File: config.mk
export PLATFORM = sky130hd
export DESIGN_NAME = apb_master
export DESIGN_NICKNAME = d
export VERILOG_FILES = /design/src/rtl/apb_master.sv
export SDC_FILE = /design/constraint.sdc
export NUM_CORES = 1
export LEC_CHECK = 0
export ABC_AREA = 1
export CAP_MARGIN = 20
export CORE_ASPECT_RATIO = 0.6
export CORE_MARGIN = 2
export CORE_UTILIZATION = 41
export CTS_CLUSTER_SIZE = 28
export DETAILED_ROUTE_END_ITERATION = 12
export GPL_TIMING_DRIVEN = 0
export PLACE_DENSITY = 0.79
export REMOVE_ABC_BUFFERS = 1
export SLEW_MARGIN = 15
export SYNTH_ARGS = -nofsm -noshare
export SYNTH_HDL_FRONTEND = slang
export SYNTH_SLANG_ARGS = --single-unit
export TNS_END_PERCENT = 1
File: constraint.sdc
create_clock -name clk -period 1.65 [get_ports clk]
set_input_delay 0.33 -clock clk [delete_from_list [all_inputs] [get_ports clk]]
set_output_delay 0.33 -clock clk [all_outputs]
set_load 0.02 [all_outputs]
File: src/rtl/apb_master.sv
// apb_master: request/response command port to a two-slave APB bus.
// One transfer at a time, with an ACCESS-phase wait timeout that returns an error response.
`default_nettype none

module apb_master #(
  parameter int TIMEOUT = 16
) (
  input  logic       clk,
  input  logic       reset,
  input  logic       req_valid,
  output logic       req_ready,
  input  logic       req_write,
  input  logic [8:0] req_addr,
  input  logic [7:0] req_wdata,
  output logic       rsp_valid,
  output logic [7:0] rsp_rdata,
  output logic       rsp_err,
  output logic       PSEL1,
  output logic       PSEL2,
  output logic       PENABLE,
  output logic       PWRITE,
  output logic [7:0] PADDR,
  output logic [7:0] PWDATA,
  input  logic [7:0] PRDATA1,
  input  logic [7:0] PRDATA2,
  input  logic       PREADY1,
  input  logic       PREADY2
);

  localparam int CW = $clog2(TIMEOUT + 1);

  typedef enum logic [1:0] {
    IDLE   = 2'd0,
    SETUP  = 2'd1,
    ACCESS = 2'd2
  } state_e;

  state_e          state_q, state_d;
  logic            sel_q, sel_d;
  logic [CW-1:0]   cnt_q, cnt_d;
  logic            psel1_q, psel1_d;
  logic            psel2_q, psel2_d;
  logic            penable_q, penable_d;
  logic            pwrite_q, pwrite_d;
  logic [7:0]      paddr_q, paddr_d;
  logic [7:0]      pwdata_q, pwdata_d;
  logic            rsp_valid_q, rsp_valid_d;
  logic            rsp_err_q, rsp_err_d;
  logic [7:0]      rsp_rdata_q, rsp_rdata_d;

  logic            w_ready;
  logic [7:0]      w_rdata;

  // Only the latched slave's handshake is looked at; the other is don't-care.
  assign w_ready = sel_q ? PREADY2 : PREADY1;
  assign w_rdata = sel_q ? PRDATA2 : PRDATA1;

  assign req_ready = (state_q == IDLE) && reset;

  always_comb begin
    state_d     = state_q;
    sel_d       = sel_q;
    cnt_d       = cnt_q;
    psel1_d     = psel1_q;
    psel2_d     = psel2_q;
    penable_d   = penable_q;
    pwrite_d    = pwrite_q;
    paddr_d     = paddr_q;
    pwdata_d    = pwdata_q;
    rsp_valid_d = 1'b0;
    rsp_err_d   = rsp_err_q;
    rsp_rdata_d = rsp_rdata_q;

    case (state_q)
      IDLE: begin
        if (req_valid) begin
          state_d   = SETUP;
          sel_d     = req_addr[8];
          cnt_d     = '0;
          psel1_d   = ~req_addr[8];
          psel2_d   = req_addr[8];
          penable_d = 1'b0;
          pwrite_d  = req_write;
          paddr_d   = req_addr[7:0];
          pwdata_d  = req_wdata;
        end
      end

      SETUP: begin
        state_d   = ACCESS;
        penable_d = 1'b1;
      end

      ACCESS: begin
        if (w_ready) begin
          state_d     = IDLE;
          psel1_d     = 1'b0;
          psel2_d     = 1'b0;
          penable_d   = 1'b0;
          rsp_valid_d = 1'b1;
          rsp_err_d   = 1'b0;
          rsp_rdata_d = pwrite_q ? 8'h00 : w_rdata;
        end else if (cnt_q == CW'(TIMEOUT - 1)) begin
          // This low cycle is the TIMEOUT-th in a row: give up.
          state_d     = IDLE;
          psel1_d     = 1'b0;
          psel2_d     = 1'b0;
          penable_d   = 1'b0;
          rsp_valid_d = 1'b1;
          rsp_err_d   = 1'b1;
          rsp_rdata_d = 8'h00;
        end else begin
          cnt_d = cnt_q + CW'(1);
        end
      end

      default: begin
        state_d   = IDLE;
        psel1_d   = 1'b0;
        psel2_d   = 1'b0;
        penable_d = 1'b0;
      end
    endcase
  end

  always_ff @(posedge clk) begin
    if (!reset) begin
      state_q     <= IDLE;
      sel_q       <= 1'b0;
      cnt_q       <= '0;
      psel1_q     <= 1'b0;
      psel2_q     <= 1'b0;
      penable_q   <= 1'b0;
      pwrite_q    <= 1'b0;
      paddr_q     <= 8'h00;
      pwdata_q    <= 8'h00;
      rsp_valid_q <= 1'b0;
      rsp_err_q   <= 1'b0;
      rsp_rdata_q <= 8'h00;
    end else begin
      state_q     <= state_d;
      sel_q       <= sel_d;
      cnt_q       <= cnt_d;
      psel1_q     <= psel1_d;
      psel2_q     <= psel2_d;
      penable_q   <= penable_d;
      pwrite_q    <= pwrite_d;
      paddr_q     <= paddr_d;
      pwdata_q    <= pwdata_d;
      rsp_valid_q <= rsp_valid_d;
      rsp_err_q   <= rsp_err_d;
      rsp_rdata_q <= rsp_rdata_d;
    end
  end

  assign PSEL1     = psel1_q;
  assign PSEL2     = psel2_q;
  assign PENABLE   = penable_q;
  assign PWRITE    = pwrite_q;
  assign PADDR     = paddr_q;
  assign PWDATA    = pwdata_q;
  assign rsp_valid = rsp_valid_q;
  assign rsp_err   = rsp_err_q;
  assign rsp_rdata = rsp_rdata_q;

endmodule

`default_nettype wire

==> summary.txt <==
Power and ir drop
  – Sw Pwr: roughly 0.57 mW
  – Sequential cell fraction of total power: 0.443
  – Clock group share of total power: 0.357
  – Internal power: approximately 1.7 mW
  – Total power: approximately 2.2 mW
  – P_leak: roughly 0.98 nW
  – Power Density: just over 900 nW/um^2
  – Combinational Power Share: 0.200
  – VDD IR-drop max: just under 0.6 mV
  – Switch share: 0.256

Worst setup path
  – CP Launch Type: flip-flop
  – CP peak stage delay: around 0.63 ns
  – Top Family by Delay on Critical Path: buffers and inverters
  – Critical path buffer and inverter count: 1
  – WS Path Type: flip-flop to primary output
  – WP data required: approximately 1.3 ns
  – Crit. End Element: primary output
  – Critical-path cell list: clkdlybuf4s50_1
  – Critical Path AT: 1.26 ns
  – CP max-delay cell: clkdlybuf4s50_1
  – Crit-path max FO: 2

Floorplanning
  – Number of I/O pins: 70
  – FP Rows: 17
  – Die H: about 52 um
  – Die Wd: approximately 84 um
  – Initial core utilization: 0.428
  – Total die area: ~4400 sq um
  – Placeable Area: about 3700 sq um

Yosys
  – Biggest area consumer among synthesized cells: dfxtp_1
  – FFs w/ async S/R, synth: 0
  – Most used DFF post-synth: dfxtp_1
  – Seq/Total Area, Yosys: 0.470
  – Synth warnings: 0
  – Mapped Area: approximately 1600 sq um
  – Avg Synthesized Cell Area: about 7.4 sq um
  – Netlist cell types: 26
  – Synth Instances: 212
  – FF+latch count, synth: 37
  – EDFF count, synth: 0
  – Share of the synthesized area in the top cell type: 0.470
  – Count leader, synth: nand2_1
  – Top post-synthesis cells by count: nand2_1 (56), nor2_1 (43), dfxtp_1 (37)
  – Area contributors post-synth: dfxtp_1 (47%), nand2_1 (13%), nor2_1 (10%)

Clocking
  – Num Clock Sinks: 37
  – Clk slew on worst S/H paths: ~0.070 ns
  – TritonCTS Buffers: 5
  – Cts hold-fix bufs: 0
  – Worst-Skew Late Latency: a little under 0.3 ns
  – # H-tree levels: 2
  – CTS tree: done
  – Clk buf depth: 2
  – CTS Root Cell: clkbuf_8

Drt
  – Routed WL: about 3800 um
  – Post-route ant nets: 0
  – DRT Pass-1 Iters: 4
  – WL/cell: ~11 um
  – Mean number of vias per cell: approximately 4.6
  – Routed via count: approximately 1500
  – DR iter-0 viols: 56
  – DRC: 0

Finish
  – NumNets Final: 323
  – Post-Layout Cell Count: 330
  – Layout cells sized above 1: 0.0848
  – Ant. Diodes: 0
  – Area grow syn2layout: 52.4%
  – Fin util: 0.652
  – Final instance area: ~2400 sq um

Place
  – I/O Buffers: around 70
  – Placed cell areas: roughly 2300 sq um
  – Post-DP HPWL: ~2700 um
  – Routability Congestion: between 0.7 and 0.8
  – Placed insts: between 300 and 400

Global routing
  – Initial antenna violation count: 0
  – Largest net degree at the start of global routing: 25
  – First-pass GRT wire length: about 6300 um
  – Vias in the first global route: between 1000 and 1500
  – Remaining global-route overflow: 0
  – Tot GR Track Use: 0.186

STA
  – Minimum hold slack: a little over 0.4 ns
  – Slew of the pin with the lowest slew margin: between 0.4 and 0.5 ns
  – Slew Limit Fails: 0
  – Final setup viols: 0
  – Tcrit/Tclk final: 0.963
  – Slew headroom: 0.692
  – Hold Vio Cnt, Final: 0
  – RSZ-0062 raised after global routing: no
  – Clk_skew: about 0.0034 ns
  – Post-layout min period: 1.59 ns
  – Maximum clock frequency: 0.630 GHz

Min path
  – Hold Path Class: input port to flip-flop

Flow run
  – Max-cap violation count: 0

Run status
  – Outcome: completed
==> kinds of logic (layout without fill, tap and decap cells) <==
family / count (synthesis) / count (layout) / share of synthesized area
and+or+nand+nor: 116 / 116 / 0.326
AOI/OAI and AO/OA: 34 / 34 / 0.111
adders and majority gates: 2 / 2 / 0.0159
buffers and inverters: 22 / 93 / 0.0715
DFF: 37 / 37 / 0.470
xor gates and xnor gates: 1 / 1 / 0.00556
==> final timing paths <==
kind,startpoint,to,slack [ns],depth (start not counted)
min reg2reg,cnt_q[2],cnt_q[2],0.47,2
max reg2reg,cnt_q[0],cnt_q[3],0.18,9
max,rsp_err,rsp_err,0.06,1
min,reset,cnt_q[2],0.40,3
==> cells in the final DEF (no fill, tap or decap), drive strengths merged <==
| cell type | Yosys | routed |
|---|---|---|
| clkdlybuf4s50 | 0 | 65 |
| nand2 | 61 | 61 |
| nor2 | 46 | 46 |
| dfxtp | 37 | 37 |
| o21ai | 19 | 19 |
| inv | 15 | 14 |
| a21oi | 13 | 13 |
| nand3 | 8 | 8 |
| clkbuf | 3 | 7 |
| ha | 2 | 2 |
| buf | 4 | 2 |
| dlygate4sd2 | 0 | 2 |
| clkinvlp | 0 | 1 |
| nor3 | 1 | 1 |
| xor2 | 1 | 1 |
| o21a | 1 | 1 |
| a211oi | 1 | 1 |
| bufinv | 0 | 1 |
| clkdlybuf4s15 | 0 | 1 |
==> power groups by stage <==
stage | Sequential, mW | Clock (mW) | Combinational (mW)
detailed placement | 1.01 | 0 | 0.446
finish | 0.992 | 0.798 | 0.446
global placement | 1.01 | 0 | 0.443
floorplan | 1.07 | 0 | 0.160
CTS | 0.992 | 0.814 | 0.447
global route | 1.00 | 0.852 | 0.488
==> flip-flops by register name, indices dropped and copies added (netlist names) <==
name       count
PSEL1          1
cnt_q          5
rsp_rdata      8
PADDR          8
PWRITE         1
rsp_valid      1
sel_q          1
rsp_err        1
PWDATA         8
state_q        2
PSEL2          1
==> per-layer routing <==
metal / track usage / part of all wire / up-vias
li1: - / - / 805
met1: 0.246 / 0.51 / 647
met2: 0.280 / 0.40 / 49
met3: 0.0619 / 0.065 / 7
met4: 0.0806 / 0.019 / 0
met5: 0 / 0 / -
==> layout make-up <==
cell class,instances,area [sq um]
multi-input combinational,153,727
clock inverter,1,30.0
inverter,15,65.1
fill,336,1280
clock buffer,7,86.3
timing repair buffer,70,693
sequential,37,741
tap,47,58.8
==> metrics by stage <==
step	TNS (ns)	setup WS [ns]
after floorplan	0	0.309
after global placement	-9.10	-1.38
after detailed placement	-8.12	-1.31
after CTS	0	0.0491
after global routing	0	0.00846
final	0	0.0616
==> worst reg2reg max path, cell delays in order, from the launching register on <==
cell     delay, ns
dfxtp_1       0.38
ha_1          0.18
nand2_1       0.07
nor2_1        0.09
ha_1          0.14
inv_1         0.06
nand3_4       0.11
nand2_4       0.09
o21ai_0       0.18
nor2_1        0.06
==> what timing repair did <==
item / in CTS / in global routing
resized for setup: 10 / 2
setup buffers: 1 / 0
setup endpoints to repair: 18 / 2
No activity file was read; power rests on OpenSTA's default activity.
